<file path="src/rtl/cache_ctrl_4way.sv">
// cache_ctrl_4way: 4-way set-associative cache controller FSM; define CACHE_CTRL_STATS_EN for hit/miss counters
module cache_ctrl_4way #(
  parameter int TAG_W = 19,
  parameter int INDEX_W = 7,
  parameter int OFFSET_W = 6,
  localparam int ADDR_W = TAG_W + INDEX_W + OFFSET_W
) (
  input  logic                 clk,
  input  logic                 rst,
`ifdef CACHE_CTRL_STATS_EN
  output logic [31:0]          stat_hits_o,
  output logic [31:0]          stat_misses_o,
`endif
  input  logic                 cpu_req_valid_i,
  output logic                 cpu_req_ready_o,
  input  logic                 cpu_req_we_i,
  input  logic [ADDR_W-1:0]    cpu_req_addr_i,
  output logic                 cpu_resp_valid_o,
  output logic                 cpu_resp_hit_o,
  output logic                 mem_req_valid_o,
  input  logic                 mem_req_ready_i,
  output logic                 mem_req_we_o,
  output logic [ADDR_W-1:0]    mem_req_addr_o,
  input  logic                 mem_resp_valid_i,
  output logic                 ta_rst_o,
  output logic [INDEX_W-1:0]   ta_index_o,
  output logic [TAG_W-1:0]     ta_tag_in_o,
  output logic                 ta_valid_in_o,
  output logic                 ta_dirty_in_o,
  output logic                 ta_write_en_o,
  output logic [1:0]           ta_write_way_o,
  output logic                 ta_update_lru_o,
  output logic [1:0]           ta_accessed_way_o,
  input  logic [4*TAG_W-1:0]   ta_tag_out_i,
  input  logic [3:0]           ta_valid_out_i,
  input  logic [3:0]           ta_dirty_out_i,
  input  logic                 ta_hit_i,
  input  logic [1:0]           ta_hit_way_i,
  input  logic [1:0]           ta_lru_way_i
);
  typedef enum logic [3:0] {INIT, IDLE, LOOKUP, WB_REQ, WB_WAIT, RF_REQ, RF_WAIT, UPDATE, RESPOND} state_e;
  state_e state_q, state_d;
  logic [INDEX_W-1:0] cnt_q, cnt_d, req_idx_q, idx_d, ta_index_q;
  logic [TAG_W-1:0] req_tag_q, vtag_q, vtag_d, vtag;
  logic [1:0] vway_q, vway_d, vway;
  logic we_q, accept, vdirty, lk_hit, upd;
  logic ready_q, resp_valid_q, resp_hit_q, mem_valid_q, mem_we_q, ta_rst_q;
  logic [ADDR_W-1:0] mem_addr_q;
  logic unused_offset;
  assign unused_offset = ^cpu_req_addr_i[OFFSET_W-1:0];
  assign accept = state_q == IDLE && cpu_req_valid_i && !rst;
  assign vway = !ta_valid_out_i[0] ? 2'd0 : !ta_valid_out_i[1] ? 2'd1 :
                !ta_valid_out_i[2] ? 2'd2 : !ta_valid_out_i[3] ? 2'd3 : ta_lru_way_i;
  assign vtag = ta_tag_out_i[int'(vway)*TAG_W +: TAG_W];
  assign vdirty = ta_valid_out_i[vway] && ta_dirty_out_i[vway];
  assign cnt_d = (rst || state_q != INIT) ? '0 : cnt_q + INDEX_W'(1);
  assign idx_d = accept ? cpu_req_addr_i[OFFSET_W +: INDEX_W] : req_idx_q;
  assign vtag_d = state_q == LOOKUP ? vtag : vtag_q;
  assign vway_d = state_q == LOOKUP ? vway : vway_q;
  // next-state selection; reset overrides everything and restarts the tag sweep
  always_comb begin
    state_d = state_q;
    case (state_q)
      INIT:    state_d = cnt_q == '1 ? IDLE : INIT;
      IDLE:    state_d = cpu_req_valid_i ? LOOKUP : IDLE;
      LOOKUP:  state_d = ta_hit_i ? RESPOND : vdirty ? WB_REQ : RF_REQ;
      WB_REQ:  state_d = mem_req_ready_i ? WB_WAIT : WB_REQ;
      WB_WAIT: state_d = mem_resp_valid_i ? RF_REQ : WB_WAIT;
      RF_REQ:  state_d = mem_req_ready_i ? RF_WAIT : RF_REQ;
      RF_WAIT: state_d = mem_resp_valid_i ? UPDATE : RF_WAIT;
      UPDATE:  state_d = RESPOND;
      RESPOND: state_d = IDLE;
      default: state_d = INIT;
    endcase
    if (rst) state_d = INIT;
  end
  // state, request/victim capture, and outputs registered from the next state
  always_ff @(posedge clk) begin
    state_q <= state_d;
    cnt_q <= cnt_d;
    req_idx_q <= idx_d;
    vtag_q <= vtag_d;
    vway_q <= vway_d;
    if (accept) begin
      req_tag_q <= cpu_req_addr_i[OFFSET_W+INDEX_W +: TAG_W];
      we_q <= cpu_req_we_i;
    end
    ta_rst_q <= state_d == INIT;
    ta_index_q <= state_d == INIT ? cnt_d : idx_d;
    ready_q <= state_d == IDLE;
    resp_valid_q <= state_d == RESPOND;
    resp_hit_q <= state_d == RESPOND && state_q == LOOKUP;
    mem_valid_q <= state_d == WB_REQ || state_d == RF_REQ;
    mem_we_q <= state_d == WB_REQ;
    mem_addr_q <= {state_d == WB_REQ ? vtag_d : req_tag_q, idx_d, {OFFSET_W{1'b0}}};
  end
  assign cpu_req_ready_o = ready_q;
  assign cpu_resp_valid_o = resp_valid_q;
  assign cpu_resp_hit_o = resp_hit_q;
  assign mem_req_valid_o = mem_valid_q;
  assign mem_req_we_o = mem_we_q;
  assign mem_req_addr_o = mem_addr_q;
  assign ta_rst_o = ta_rst_q;
  assign ta_index_o = ta_index_q;
  assign lk_hit = state_q == LOOKUP && ta_hit_i;
  assign upd = state_q == UPDATE;
  assign ta_write_en_o = (lk_hit && we_q) || upd;
  assign ta_write_way_o = upd ? vway_q : ta_hit_way_i;
  assign ta_tag_in_o = req_tag_q;
  assign ta_valid_in_o = ta_write_en_o;
  assign ta_dirty_in_o = ta_write_en_o && we_q;
  assign ta_update_lru_o = lk_hit || upd;
  assign ta_accessed_way_o = ta_write_way_o;
`ifdef CACHE_CTRL_STATS_EN
  logic [31:0] hits_q, misses_q;
  // saturating hit/miss counters sampled on each completion cycle
  always_ff @(posedge clk) begin
    if (rst) begin
      hits_q <= '0;
      misses_q <= '0;
    end else if (state_q == RESPOND) begin
      if (resp_hit_q && hits_q != '1) hits_q <= hits_q + 32'd1;
      if (!resp_hit_q && misses_q != '1) misses_q <= misses_q + 32'd1;
    end
  end
  assign stat_hits_o = hits_q;
  assign stat_misses_o = misses_q;
`endif
endmodule

</file>
<file path="config.mk">
export PLATFORM = sky130hd
export DESIGN_NAME = cache_ctrl_4way
export DESIGN_NICKNAME = d
export VERILOG_FILES = /design/src/rtl/cache_ctrl_4way.sv
export SDC_FILE = /design/constraint.sdc
export NUM_CORES = 1
export LEC_CHECK = 0
export ABC_AREA = 1
export BUFFER_PORTS_ARGS = -buffer_cell sky130_fd_sc_hd__buf_2
export CAP_MARGIN = 20
export CORE_MARGIN = 5
export CORE_UTILIZATION = 28
export CTS_CLUSTER_SIZE = 16
export DETAILED_ROUTE_END_ITERATION = 7
export SLEW_MARGIN = 20
export SYNTH_ARGS = -nofsm -noshare
export SYNTH_HDL_FRONTEND = slang
export SYNTH_SLANG_ARGS = --single-unit
export TNS_END_PERCENT = 100
</file>
<file path="constraint.sdc">
create_clock -name clk -period 2.95 [get_ports clk]
set_input_delay 0.885 -clock clk [delete_from_list [all_inputs] [get_ports clk]]
set_output_delay 0.885 -clock clk [all_outputs]
set_load 0.01 [all_outputs]
</file>
=== Yosys cells after proc, flatten, opt, wreduce, memory -nomap -nowiden ===
Cells that the tools add are included.

* Add/subtract/negate cells: 1
* Multipliers: 1
* Magnitude comparators: 1
* Eq/ne operators: 13
* Shift operators: 1
* Muxes and demuxes: 24
* Reduce and logical (&&, ||, !) cells: 15

{| class="wikitable"
|+ Operators with widths
! cell !! number
|-
| $shiftx 76x8->19 || 1
|-
| $mux 19 || 2
|-
| $pmux 4 s9 || 1
|-
| $mux 7 || 3
|-
| $eq 4x3->1 const B || 5
|-
| $mux 2 || 7
|-
| $eq 4x2->1 const B || 3
|-
| $eq 4x1->1 const B || 2
|-
| $eq 4x4->1 const B || 2
|-
| $logic_not 4->1 || 2
|-
| $mux 4 || 2
|-
| $add 7x1->7 const B || 1
|-
| $eq 7x7->1 const B || 1
|-
| $logic_and 1x1->1 || 7
|-
| $mul 2x5->7 const B || 1
|-
| $mux 3 || 2
|-
| $mux 1 || 5
|-
| $bmux 1 s2 || 2
|-
| $logic_or 1x1->1 || 4
|-
| $reduce_bool 4->1 || 1
|-
| $lt 2x3->1 const B || 1
|-
| $logic_not 1->1 || 1
|}

* Register bits: 98
* Input port bits: 127
* Output and inout port bits: 72
* Logic and storage cells: 71

=== Logic depth before layout (Yosys ltp) ===
Gate-level depths: netlist of the first run.

* Depth in word-level cells: 13
* Depth in mapped cells: 16
* Gate-level depth less buffers: 15

=== Least setup slack after synthesis of the first run ===
OpenSTA, ideal clock, no wires.

* Path type: input to output
* From: input port ta_hit_i
* To: output port ta_write_en_o
* Arrival: 1.745 ns
* Data required time: 2.065 ns
* Path slack: 0.320 ns
* Stages on the path: 5
* Buffers on the path: 1
* Cell sequence: inv_1 > o21ai_2 > inv_1 > a21oi_1 > buf_4

* Longest elaborated chain between the ends: 3

{| class="wikitable"
|+ Ends and longest elaborated chain
! element !! line !! text
|-
| start: declaration || 37 || <nowiki>input logic ta_hit_i,</nowiki>
|-
| $logic_and 1x1->1 || 105 || <nowiki>assign lk_hit = state_q == LOOKUP && ta_hit_i;</nowiki>
|-
| $logic_and 1x1->1 || 107 || <nowiki>assign ta_write_en_o = (lk_hit && we_q) || upd;</nowiki>
|-
| $logic_or 1x1->1 || 107 ||
|-
| end: declaration || 30 || <nowiki>output logic ta_write_en_o,</nowiki>
|}

Every way passes these cells.

=== Worst setup path in the final report of the first run ===
* From: register state_q[2]
* To: output port ta_valid_in_o

* Longest elaborated chain between the ends: 4
* Elaborated cells between the ends (all ways): 5
* Classes of those cells: 2 x eq/ne; 3 x reduce/logical

{| class="wikitable"
|+ Ends and longest elaborated chain
! element !! line !! text
|-
| start: declaration || 42 || <nowiki>state_e state_q, state_d;</nowiki>
|-
| start signal: assignment || 79 || <nowiki>state_q <= state_d;</nowiki>
|-
| $eq 4x2->1 || 105 ||
|-
| $logic_and 1x1->1 || 105 ||
|-
| $logic_and 1x1->1 || 107 ||
|-
| $logic_or 1x1->1 * || 107 ||
|-
| end: declaration || 28 || <nowiki>output logic ta_valid_in_o,</nowiki>
|}

Every way passes the cells marked *; elsewhere a longest branch is shown, timed or not.

==> results.sh, run 1 <==
export IMPL_cts_tree="yes"
export IMPL_dp_final_hpwl_um=8690
export IMPL_critical_path_startpoint_type="flip-flop"
export IMPL_run_status="complete, no violations"
export IMPL_synth_main_ff_cell="sky130_fd_sc_hd__dfxtp_1"
export IMPL_die_area_um2=16700
export IMPL_fillers=1468
export IMPL_avgRoutedWirePerCell_um=13.5
export IMPL_die_width_um=129
export IMPL_setup_repair_after_global_routing_missed_its_margin="false"
export IMPL_critical_path_endpoint_type="primary output"
export IMPL_power_density_nw_per_um2=521
export IMPL_clock_slew_seen_by_the_registers_of_the_worst_setup_and_hold_paths_ps=60
export IMPL_vdd_drop_max_uv=303
export IMPL_io_pin_count=199
export IMPL_row_count=43
export IMPL_place_gp_congestion=0.794
export IMPL_synthToLayoutAreaGrowth_pct=33.9
export IMPL_ant_nets=0
export IMPL_synth_enable_flop_cells=22
export IMPL_syn_area_um2=3980
export IMPL_post_cts_resized=0
export IMPL_hold_viol_final=0
export IMPL_synth_seq_area_share_pct=51.4
export IMPL_worst_clock_skew_ps=9.00
export IMPL_post_cts_setup_buffers=0
export IMPL_clockRootBuffer="sky130_fd_sc_hd__clkbuf_16"
export IMPL_cts_sinks=91
export IMPL_drtPass1Iterations=4
export IMPL_largest_buffer_count_on_any_clock_path=2
export IMPL_drt_vias_per_instance=4.39
export IMPL_max_slew_margin_pct=65.8
export IMPL_timing_final_max_slew_violations=0
export IMPL_routed_wirelength_um=11400
export IMPL_layout_nets=788
export IMPL_crit_arrival_ps=1830
export IMPL_grt_first_pass_wirelength_um=17500
export IMPL_aggregate_global_routing_overflow=0
export IMPL_synth_distinct_cells=31
export IMPL_crit_path_max_fo=5
export IMPL_largest_net_degree_at_the_start_of_global_routing=58
export IMPL_dp_worst_setup_slack_ps=333
export IMPL_leakage_nw=2.70
export IMPL_cts_max_level=3
export IMPL_syn_area_per_cell_um2=8.28
export IMPL_place_detailed_instances=829
export IMPL_post_layout_total_power_mw=2.77
export IMPL_route_detailed_drc=0
export IMPL_antenna_diode_count=0
export IMPL_slew_at_the_pin_closest_to_its_max_slew_limit_ps=509
export IMPL_worstHoldPathType="reg -> reg"
export IMPL_period_minus_slack_ps=2710
export IMPL_initial_core_util_pct=28.6
export IMPL_core_area_um2=13900
export IMPL_track_usage_pct=13.4
export IMPL_vias_in_the_first_global_route=3621
export IMPL_hold_slack_ps=454
export IMPL_holdBufCountCts=0
export IMPL_fin_crit_sh_pct=92.0
export IMPL_final_layout_size_suffix_gt1_share_pct=36.7
export IMPL_setup_tns_final_ps=0
export IMPL_via_count=3701
export IMPL_postLayoutSetupSlackWorst_ps=236
export IMPL_postSynth_asyncResetShare_pct=0
export IMPL_ys_warnings_count=0
export IMPL_port_buffers=186
export IMPL_setup_viol=0
export IMPL_clock_insertion_delay_at_the_later_pin_of_the_skew_report_ps=340
export IMPL_fp_dieH_um=129
export IMPL_syn_inst=480
export IMPL_synth_ff_latch_count=91
export IMPL_max_freq_mhz=369
export IMPL_drtIter0Drc=156
export IMPL_path_class="reg -> out"
export IMPL_drv_max_cap_violation_count=0
export IMPL_initial_antenna_violation_count=0
export IMPL_worstPathRequired_ps=2070
export IMPL_layoutNonFillerInstCount=844
export IMPL_tritoncts_num_buffers=9
==> through the flow <==
stage	utilization, %	area [um^2]
floorplan	-	4000
global placement	36.1	5020
detailed placement	36.1	5020
CTS	38.4	5330
global route	38.4	5330
finish	38.4	5330
==> critical path: stages, from the launching register on <==
cell and delay [ps]:
sky130_fd_sc_hd__dfxtp_1 340, sky130_fd_sc_hd__inv_1 50, sky130_fd_sc_hd__nor2_1 250, sky130_fd_sc_hd__nand2_1 220, sky130_fd_sc_hd__o21ai_2 170, sky130_fd_sc_hd__inv_1 140
sky130_fd_sc_hd__a21oi_1 160, sky130_fd_sc_hd__buf_2 160
==> routing by layer <==
layer  up-vias  track usage [%]  wire (um)
met5         -                0          0
met4         0             4.69        193
met3        14             4.58        970
met2       124             21.8       5260
met1      1651             16.5       5000
li1       1912                -          -
==> cells in the mapped netlist, types with 3 or more instances <==
cell	number	share of area, %
sky130_fd_sc_hd__nor2_2	4	0.63
sky130_fd_sc_hd__inv_2	3	0.28
sky130_fd_sc_hd__dfxtp_1	69	35
sky130_fd_sc_hd__mux2_2	9	2.5
sky130_fd_sc_hd__o21ai_0	40	5.0
sky130_fd_sc_hd__buf_2	7	0.88
sky130_fd_sc_hd__edfxtp_1	22	17
sky130_fd_sc_hd__buf_4	11	2.1
sky130_fd_sc_hd__nand3_1	33	4.2
sky130_fd_sc_hd__a31oi_1	19	3.0
sky130_fd_sc_hd__inv_1	47	4.4
sky130_fd_sc_hd__buf_6	4	1.1
sky130_fd_sc_hd__nand3_2	3	0.76
sky130_fd_sc_hd__nand2_1	80	7.6
sky130_fd_sc_hd__a21oi_1	23	2.9
sky130_fd_sc_hd__clkbuf_1	7	0.66
sky130_fd_sc_hd__nand2_2	9	1.4
sky130_fd_sc_hd__nor2_1	70	6.6
sky130_fd_sc_hd__nor3_1	5	0.63
==> registers in the layout (all words and copies together), names as in the netlist, 2 cells and up <==
register and cells:
mem_req_addr_o 20, ta_tag_in_o 19, vtag_q 19, cnt_q 7, ta_index_o 7, req_idx_q 6, state_q 4, vway_q 2
==> final cells by class <==
| cell class | count | area (um^2) | area share [%] |
|---|---|---|---|
| multi-input combinational | 313 | 1550 | 29.1 |
| sequential | 91 | 2040 | 38.3 |
| timing repair buffer | 195 | 1010 | 19.0 |
| inverter | 50 | 188 | 3.52 |
| clock inverter | 5 | 78.8 | 1.48 |
| tap | 180 | 225 | 4.23 |
| clock buffer | 10 | 229 | 4.30 |
==> layout by cell type, fill, tap and decap left out, types with 5 or more instances in the layout <==
master and n:
sky130_fd_sc_hd__a21oi_1 23, sky130_fd_sc_hd__a31oi_1 19, sky130_fd_sc_hd__buf_2 186, sky130_fd_sc_hd__buf_4 8, sky130_fd_sc_hd__clkbuf_16 9, sky130_fd_sc_hd__conb_1 6, sky130_fd_sc_hd__dfxtp_1 69, sky130_fd_sc_hd__edfxtp_1 22
sky130_fd_sc_hd__inv_1 47, sky130_fd_sc_hd__mux2_2 9, sky130_fd_sc_hd__nand2_1 80, sky130_fd_sc_hd__nand2_2 9, sky130_fd_sc_hd__nand3_1 33, sky130_fd_sc_hd__nor2_1 70, sky130_fd_sc_hd__nor3_1 5, sky130_fd_sc_hd__o21ai_0 40
==> cells by family after synthesis <==
family / Yosys count / share of synthesized area, %
other cells: 1 / 0.0943
mux: 9 / 2.55
flops: 91 / 51.4
buf+inv: 81 / 10.2
simple gates: 210 / 23.4
fa+ha+maj: 1 / 0.315
compound gates: 87 / 12.1
==> path summary, 6_finish.rpt <==
check	startpoint	endpoint	slack, ps	cells past startpoint
worst max-delay path	state_q[2]	ta_valid_in_o	240	7
worst min-delay path	ta_tag_in_o[14]	mem_req_addr_o[27]	450	2
worst max register to register	cnt_q[0]	mem_req_addr_o[19]	960	14
worst min register to register	ta_tag_in_o[14]	mem_req_addr_o[27]	450	2
==> power by group <==
part / switching (mW) / internal (mW)
sequential: 0.0108 / 1.31
combinational: 0.131 / 0.119
clock: 0.464 / 0.736
(Power assumes the default switching activity.)
==> run 2, diff against run 1 <==
==> constraint.sdc (replaced) <==
create_clock -name clk -period 2.55 [get_ports clk]
set_input_delay 0.765 -clock clk [delete_from_list [all_inputs] [get_ports clk]]
set_output_delay 0.765 -clock clk [all_outputs]
set_load 0.01 [all_outputs]
==> run 2 against run 1 <==
  * Clock power is 17% higher
  * Critical endpoint unchanged
  * Clock skew is 3.6 ps lower
  * Routed wire length is 0.13% higher
  * Sequential share of layout area down 0.25 points
  * Highest routed layer unchanged
  * Final area increased by 0.66%
==> results.sh, run 2 (synthesis gave the netlist of run 1 again) <==
export IMPL_run_status="complete, no violations"
export IMPL_critical_path_startpoint_type="flip-flop"
export IMPL_row_count=43
export IMPL_leakage_nw=2.73
export IMPL_initial_antenna_violation_count=0
export IMPL_fin_crit_sh_pct=92.5
export IMPL_clockRootBuffer="sky130_fd_sc_hd__clkbuf_16"
export IMPL_cts_sinks=91
export IMPL_endpoint="ta_valid_in_o"
export IMPL_hold_viol_final=0
export IMPL_cts_tree="yes"
export IMPL_cell_internal_pwr_mw=2.51
export IMPL_die_width_um=129
export IMPL_tritoncts_num_buffers=9
export IMPL_io_pin_count=199
export IMPL_avgRoutedWirePerCell_um=13.4
export IMPL_worstReg2RegEnd="mem_req_addr_o[18]"
export IMPL_drtIter0Drc=166
export IMPL_aggregate_global_routing_overflow=0
export IMPL_layout_nets=794
export IMPL_setup_viol=0
export IMPL_post_cts_resized=0
export IMPL_drv_max_cap_violation_count=0
export IMPL_drt_vias_per_instance=4.32
export IMPL_path_class="reg -> out"
export IMPL_layout_commonest_cell="sky130_fd_sc_hd__buf_2"
export IMPL_period_minus_slack_ps=2360
export IMPL_dp_final_hpwl_um=8830
export IMPL_port_buffers=186
export IMPL_r2r_setup_slack_ps=670
export IMPL_clock_insertion_delay_at_the_later_pin_of_the_skew_report_ps=340
export IMPL_drtPass1Iterations=4
export IMPL_routed_wirelength_um=11400
export IMPL_dp_worst_setup_slack_ps=229
export IMPL_die_area_um2=16700
export IMPL_synthToLayoutAreaGrowth_pct=34.8
export IMPL_flip_flop_count_of_the_largest_register_all_copies_and_words_added=20
export IMPL_antenna_diode_count=0
export IMPL_clockPowerShare_pct=43.5
export IMPL_sequentialPowerShare_pct=47.5
export IMPL_timing_critical_path_from="state_q[3]"
export IMPL_final_core_utilization_pct=38.6
export IMPL_critical_path_slowest_cell="sky130_fd_sc_hd__dfxtp_1"
export IMPL_crit_path_max_fo=5
export IMPL_fp_dieH_um=129
export IMPL_cts_max_level=3
export IMPL_worstRegToRegCells=14
export IMPL_post_cts_setup_buffers=0
export IMPL_largest_buffer_count_on_any_clock_path=2
export IMPL_route_detailed_drc=0
export IMPL_place_gp_congestion=0.793
export IMPL_vias_in_the_first_global_route=3651
export IMPL_vdd_drop_max_uv=347
export IMPL_max_freq_mhz=424
export IMPL_postLayoutSetupSlackWorst_ps=191
export IMPL_worstPathRequired_ps=1790
export IMPL_fillers=1467
export IMPL_final_layout_size_suffix_gt1_share_pct=37.1
export IMPL_track_usage_pct=13.5
export IMPL_ant_nets=0
export IMPL_worstHoldPathType="reg -> reg"
export IMPL_crit_chain="nor2_2 > nand2_2 > o21ai_2 > inv_1 > a21oi_1 > buf_2"
export IMPL_switching_share_pct=22.0
export IMPL_grt_first_pass_wirelength_um=17600
export IMPL_critical_path_endpoint_type="primary output"
export IMPL_power_density_nw_per_um2=601
export IMPL_timing_critical_path_slowest_cell_delay_ps=330
export IMPL_via_count=3673
export IMPL_setup_tns_final_ps=0
export IMPL_worst_r2r_startpoint="cnt_q[0]"
export IMPL_p_comb_share_pct=9.0
export IMPL_layout_common_cells="186 x sky130_fd_sc_hd__buf_2, 80 x sky130_fd_sc_hd__nand2_1, 70 x sky130_fd_sc_hd__nor2_1, 69 x sky130_fd_sc_hd__dfxtp_1, 47 x sky130_fd_sc_hd__inv_1"
export IMPL_worst_clock_skew_ps=5.44
export IMPL_initial_core_util_pct=28.6
export IMPL_core_area_um2=13900
export IMPL_p_sw_uw=709
export IMPL_largest_net_degree_at_the_start_of_global_routing=58
export IMPL_timing_final_max_slew_violations=0
export IMPL_holdBufCountCts=0
export IMPL_crit_arrival_ps=1590
export IMPL_clock_slew_seen_by_the_registers_of_the_worst_setup_and_hold_paths_ps=60
export IMPL_setup_repair_after_global_routing_missed_its_margin="false"
run 2: cell count changes in the layout (fill, tap and decap cells not counted):
cell | previous run | this run
sky130_fd_sc_hd__buf_12 | 1 | 0
sky130_fd_sc_hd__buf_4 | 8 | 15
sky130_fd_sc_hd__clkbuf_1 | 1 | 2
sky130_fd_sc_hd__clkinv_1 | 0 | 1
sky130_fd_sc_hd__clkinv_2 | 2 | 1
run 2: metal layers:
layer | global-route usage (%) | vias up | share of wire (%)
li1 | - | 1925 | -
met1 | 16.3 | 1593 | 42
met2 | 21.7 | 140 | 46
met3 | 5.32 | 15 | 10
met4 | 4.76 | 0 | 1.5
met5 | 0 | - | 0
run 2: through the flow:
stage               total power, mW  cells  hold slack, ps  cell area, um^2
global placement               1.85    835             443             5050
floorplan                      1.72    485             436             4000
CTS                            3.27    851             459             5360
detailed placement             1.85    835             443             5050
global route                   3.37    851             486             5360
finish                         3.22    851             456             5360
run 2: worst min path at each step:
| stage | start | endpoint | slack [ps] | cells past startpoint |
|---|---|---|---|---|
| after global placement | ta_tag_in_o[16] | mem_req_addr_o[29] | 440 | 2 |
| after floorplan | cnt_q[0] | cnt_q[0] | 440 | 1 |
| after CTS | ta_tag_in_o[14] | mem_req_addr_o[27] | 460 | 2 |
| after global routing | ta_tag_in_o[16] | mem_req_addr_o[29] | 490 | 2 |
| after detailed placement | ta_tag_in_o[14] | mem_req_addr_o[27] | 440 | 2 |
| final | ta_tag_in_o[14] | mem_req_addr_o[27] | 460 | 2 |
run 2: layout make-up:
class | instances | area, um^2 | area share, %
Sequential cell | 91 | 2040 | 38.1
Multi-Input combinational cell | 313 | 1550 | 28.9
Timing Repair Buffer | 201 | 1040 | 19.5
Clock buffer | 11 | 233 | 4.34
Tap cell | 180 | 225 | 4.20
Inverter | 50 | 188 | 3.50
Clock inverter | 5 | 77.6 | 1.45
run 2: power by group through the flow:
stage / registers (mW) / clock network, mW / logic (mW)
floorplan: 1.57 / 0 / 0.156
global placement: 1.56 / 0 / 0.287
detailed placement: 1.56 / 0 / 0.290
CTS: 1.53 / 1.45 / 0.291
global route: 1.53 / 1.51 / 0.333
finish: 1.53 / 1.40 / 0.290
run 2: worst max-delay path, delay by kind of cell, from the launching register on:
kind / cells / cell delay, ps
buf+inv: 2 / 270
flops: 1 / 330
compound gates: 2 / 300
simple gates: 2 / 360
==> run 3, diff against run 2 <==
==> constraint.sdc (replaced) <==
create_clock -name clk -period 2.1 [get_ports clk]
set_input_delay 0.63 -clock clk [delete_from_list [all_inputs] [get_ports clk]]
set_output_delay 0.63 -clock clk [all_outputs]
set_load 0.01 [all_outputs]
==> run 3 against run 2 <==
  * Hold slack improved by 8.4 ps
  * Die area is the same
  * Sequential power rose by 22%
  * Routed wire length increased by 0.41%
  * Flip-flop and latch count unchanged
  * Critical endpoint is now ta_accessed_way_o[0]
  * Non-clock buffer count up 15
  * Critical path type unchanged
  * Via count up 1.7%
  * Largest cell class unchanged
  * Power grew 14%
  * Final cell count rose by 1.8%
==> results.sh, run 3 (synthesis gave the netlist of run 1 again) <==
export IMPL_cts_tree="yes"
export IMPL_fp_dieH_um=129
export IMPL_flip_flop_count_of_the_largest_register_all_copies_and_words_added=20
export IMPL_timing_critical_path_slowest_cell_delay_ps=360
export IMPL_routed_wirelength_um=11500
export IMPL_cts_max_level=3
export IMPL_hold_viol_final=0
export IMPL_layout_nets=809
export IMPL_power_density_nw_per_um2=664
export IMPL_worstPathRequired_ps=1470
export IMPL_setup_repair_after_global_routing_missed_its_margin="true"
export IMPL_design_area_um2=5520
export IMPL_routed_wl_met2_um=5380
export IMPL_tritoncts_num_buffers=9
export IMPL_path_class="reg -> out"
export IMPL_route_met3_wl_um=1070
export IMPL_clockRootBuffer="sky130_fd_sc_hd__clkbuf_16"
export IMPL_critical_path_startpoint_type="flip-flop"
export IMPL_layoutNonFillerInstCount=866
export IMPL_via_count=3735
export IMPL_aggregate_global_routing_overflow=0
export IMPL_fin_crit_sh_pct=97.7
export IMPL_worstRegToRegCells=15
export IMPL_clock_slew_seen_by_the_registers_of_the_worst_setup_and_hold_paths_ps=60
export IMPL_track_usage_pct=13.2
export IMPL_worst_r2r_startpoint="cnt_q[0]"
export IMPL_clock_insertion_delay_at_the_later_pin_of_the_skew_report_ps=340
export IMPL_dp_final_hpwl_um=9020
export IMPL_grt_first_pass_wirelength_um=17200
export IMPL_route_layer_met1_wl_um=4890
export IMPL_initial_antenna_violation_count=0
export IMPL_leakage_nw=2.82
export IMPL_critical_path_endpoint_type="primary output"
export IMPL_crit_arrival_ps=1420
export IMPL_final_layout_size_suffix_gt1_share_pct=39.9
export IMPL_crit_chain="nand2_1 > inv_2 > nand2_4 > mux2_2 > buf_2"
export IMPL_critical_path_slowest_cell="sky130_fd_sc_hd__dfxtp_4"
export IMPL_max_freq_mhz=488
export IMPL_routed_top_layer="met4"
export IMPL_route_detailed_drc=0
export IMPL_port_buffers=186
export IMPL_cp_top_family="flip-flops"
export IMPL_run_status="complete, no violations"
export IMPL_cts_sinks=91
export IMPL_worstHoldPathType="reg -> reg"
export IMPL_worstReg2RegEnd="mem_req_addr_o[31]"
export IMPL_vdd_drop_max_uv=390
export IMPL_crit_path_max_fo=4
export IMPL_layout_common_cells="186 x sky130_fd_sc_hd__buf_2, 79 x sky130_fd_sc_hd__nand2_1, 69 x sky130_fd_sc_hd__nor2_1, 65 x sky130_fd_sc_hd__dfxtp_1, 44 x sky130_fd_sc_hd__inv_1"
export IMPL_place_gp_congestion=0.805
export IMPL_setup_viol=0
export IMPL_drv_max_cap_violation_count=0
export IMPL_drt_vias_per_instance=4.31
export IMPL_hold_path_depth=2
export IMPL_initial_core_util_pct=28.6
export IMPL_vias_in_the_first_global_route=3636
export IMPL_io_pin_count=199
export IMPL_startpoint_of_the_lowest_slack_hold_path="ta_tag_in_o[17]"
export IMPL_timing_final_max_slew_violations=0
export IMPL_largest_buffer_count_on_any_clock_path=2
export IMPL_place_detailed_instances=845
export IMPL_drtIter0Drc=156
export IMPL_avgRoutedWirePerCell_um=13.3
export IMPL_ant_nets=0
export IMPL_end_point_of_the_worst_hold_path="mem_req_addr_o[30]"
export IMPL_largest_net_degree_at_the_start_of_global_routing=49
export IMPL_worst_clock_skew_ps=9.33
export IMPL_r2r_setup_slack_ps=240
export IMPL_row_count=43
export IMPL_core_area_um2=13900
export IMPL_antenna_diode_count=0
export IMPL_die_area_um2=16700
export IMPL_drtPass1Iterations=4
export IMPL_die_width_um=129
export IMPL_dpl_instance_area_um2=5190
export IMPL_period_minus_slack_ps=2050
export IMPL_layout_commonest_cell="sky130_fd_sc_hd__buf_2"
export IMPL_worstPathBufferInverterCount=2
export IMPL_synthToLayoutAreaGrowth_pct=38.9
export IMPL_final_core_utilization_pct=39.8
[run 3: cell types whose count changed in the layout (fill, tap and decap cells not counted), sizes merged]
cell / change
buf: +15
bufinv: -2
clkinv: +1
clkinvlp: +1
[run 3: worst max path at each step]
stage | slack (ps) | start | end | cells past startpoint
2_1_floorplan | 10 | cpu_req_valid_i | ta_index_o[4] | 5
3_3_place_gp | -90 | ta_valid_out_i[3] | ta_index_o[0] | 16
3_5_place_dp | -120 | ta_valid_out_i[3] | ta_index_o[3] | 16
4_1_cts | 10 | state_q[2] | ta_write_way_o[0] | 5
5_1_grt | -20 | state_q[1] | ta_write_en_o | 7
6_report | 50 | state_q[1] | ta_accessed_way_o[0] | 5
[run 3: where the power goes]
group	total, mW	switching [mW]	internal, mW	leakage, nW
Sequential	1.86	0.0150	1.84	0.768
Combinational	0.368	0.188	0.180	1.92
Clock	1.44	0.647	0.797	0.127
Total	3.67	0.850	2.82	2.82
[run 3: tightest hold or removal path: cells and delay by family (launching register included)]
kind | cells | cell delay (ps)
flops | 1 | 340
simple gates | 2 | 90
[run 3: timing repair]
| action | 4_1_cts | 5_1_grt |
|---|---|---|
| hold endpoints to repair | 0 | 0 |
| resized for setup | 8 | 6 |
| pin swaps | 2 | 3 |
| endpoints found under the setup margin | 8 | 7 |
| cloned | 0 | 0 |
| setup buffers | 1 | 4 |
| hold buffers | 0 | 0 |
[run 3: metal layers]
metal	track usage [%]	vias to the layer above
met5	0	-
met4	3.83	0
met3	5.07	10
met2	22.3	128
met1	15.6	1644
li1	-	1953
[run 3: area by class of cell]
cell class              count  area [um^2]
clock buffers              11          233
clock inverters             5         30.0
fillers                  1487         8360
inverters                  50          188
multi-input cells         313         1580
flip-flops and latches     91         2050
well taps                 180          225
repair buffers            216         1220
[run 3: stage by stage]
stage                     TNS, ps  hold WS, ps  total power, mW  setup WS (ps)
after global placement       -975          444             2.26          -91.3
after global routing         -116          441             3.86          -24.7
after floorplan                 0          436             2.09           10.0
after detailed placement    -1620          449             2.27           -122
after CTS                       0          448             3.73           10.3
final                           0          464             3.67           49.2
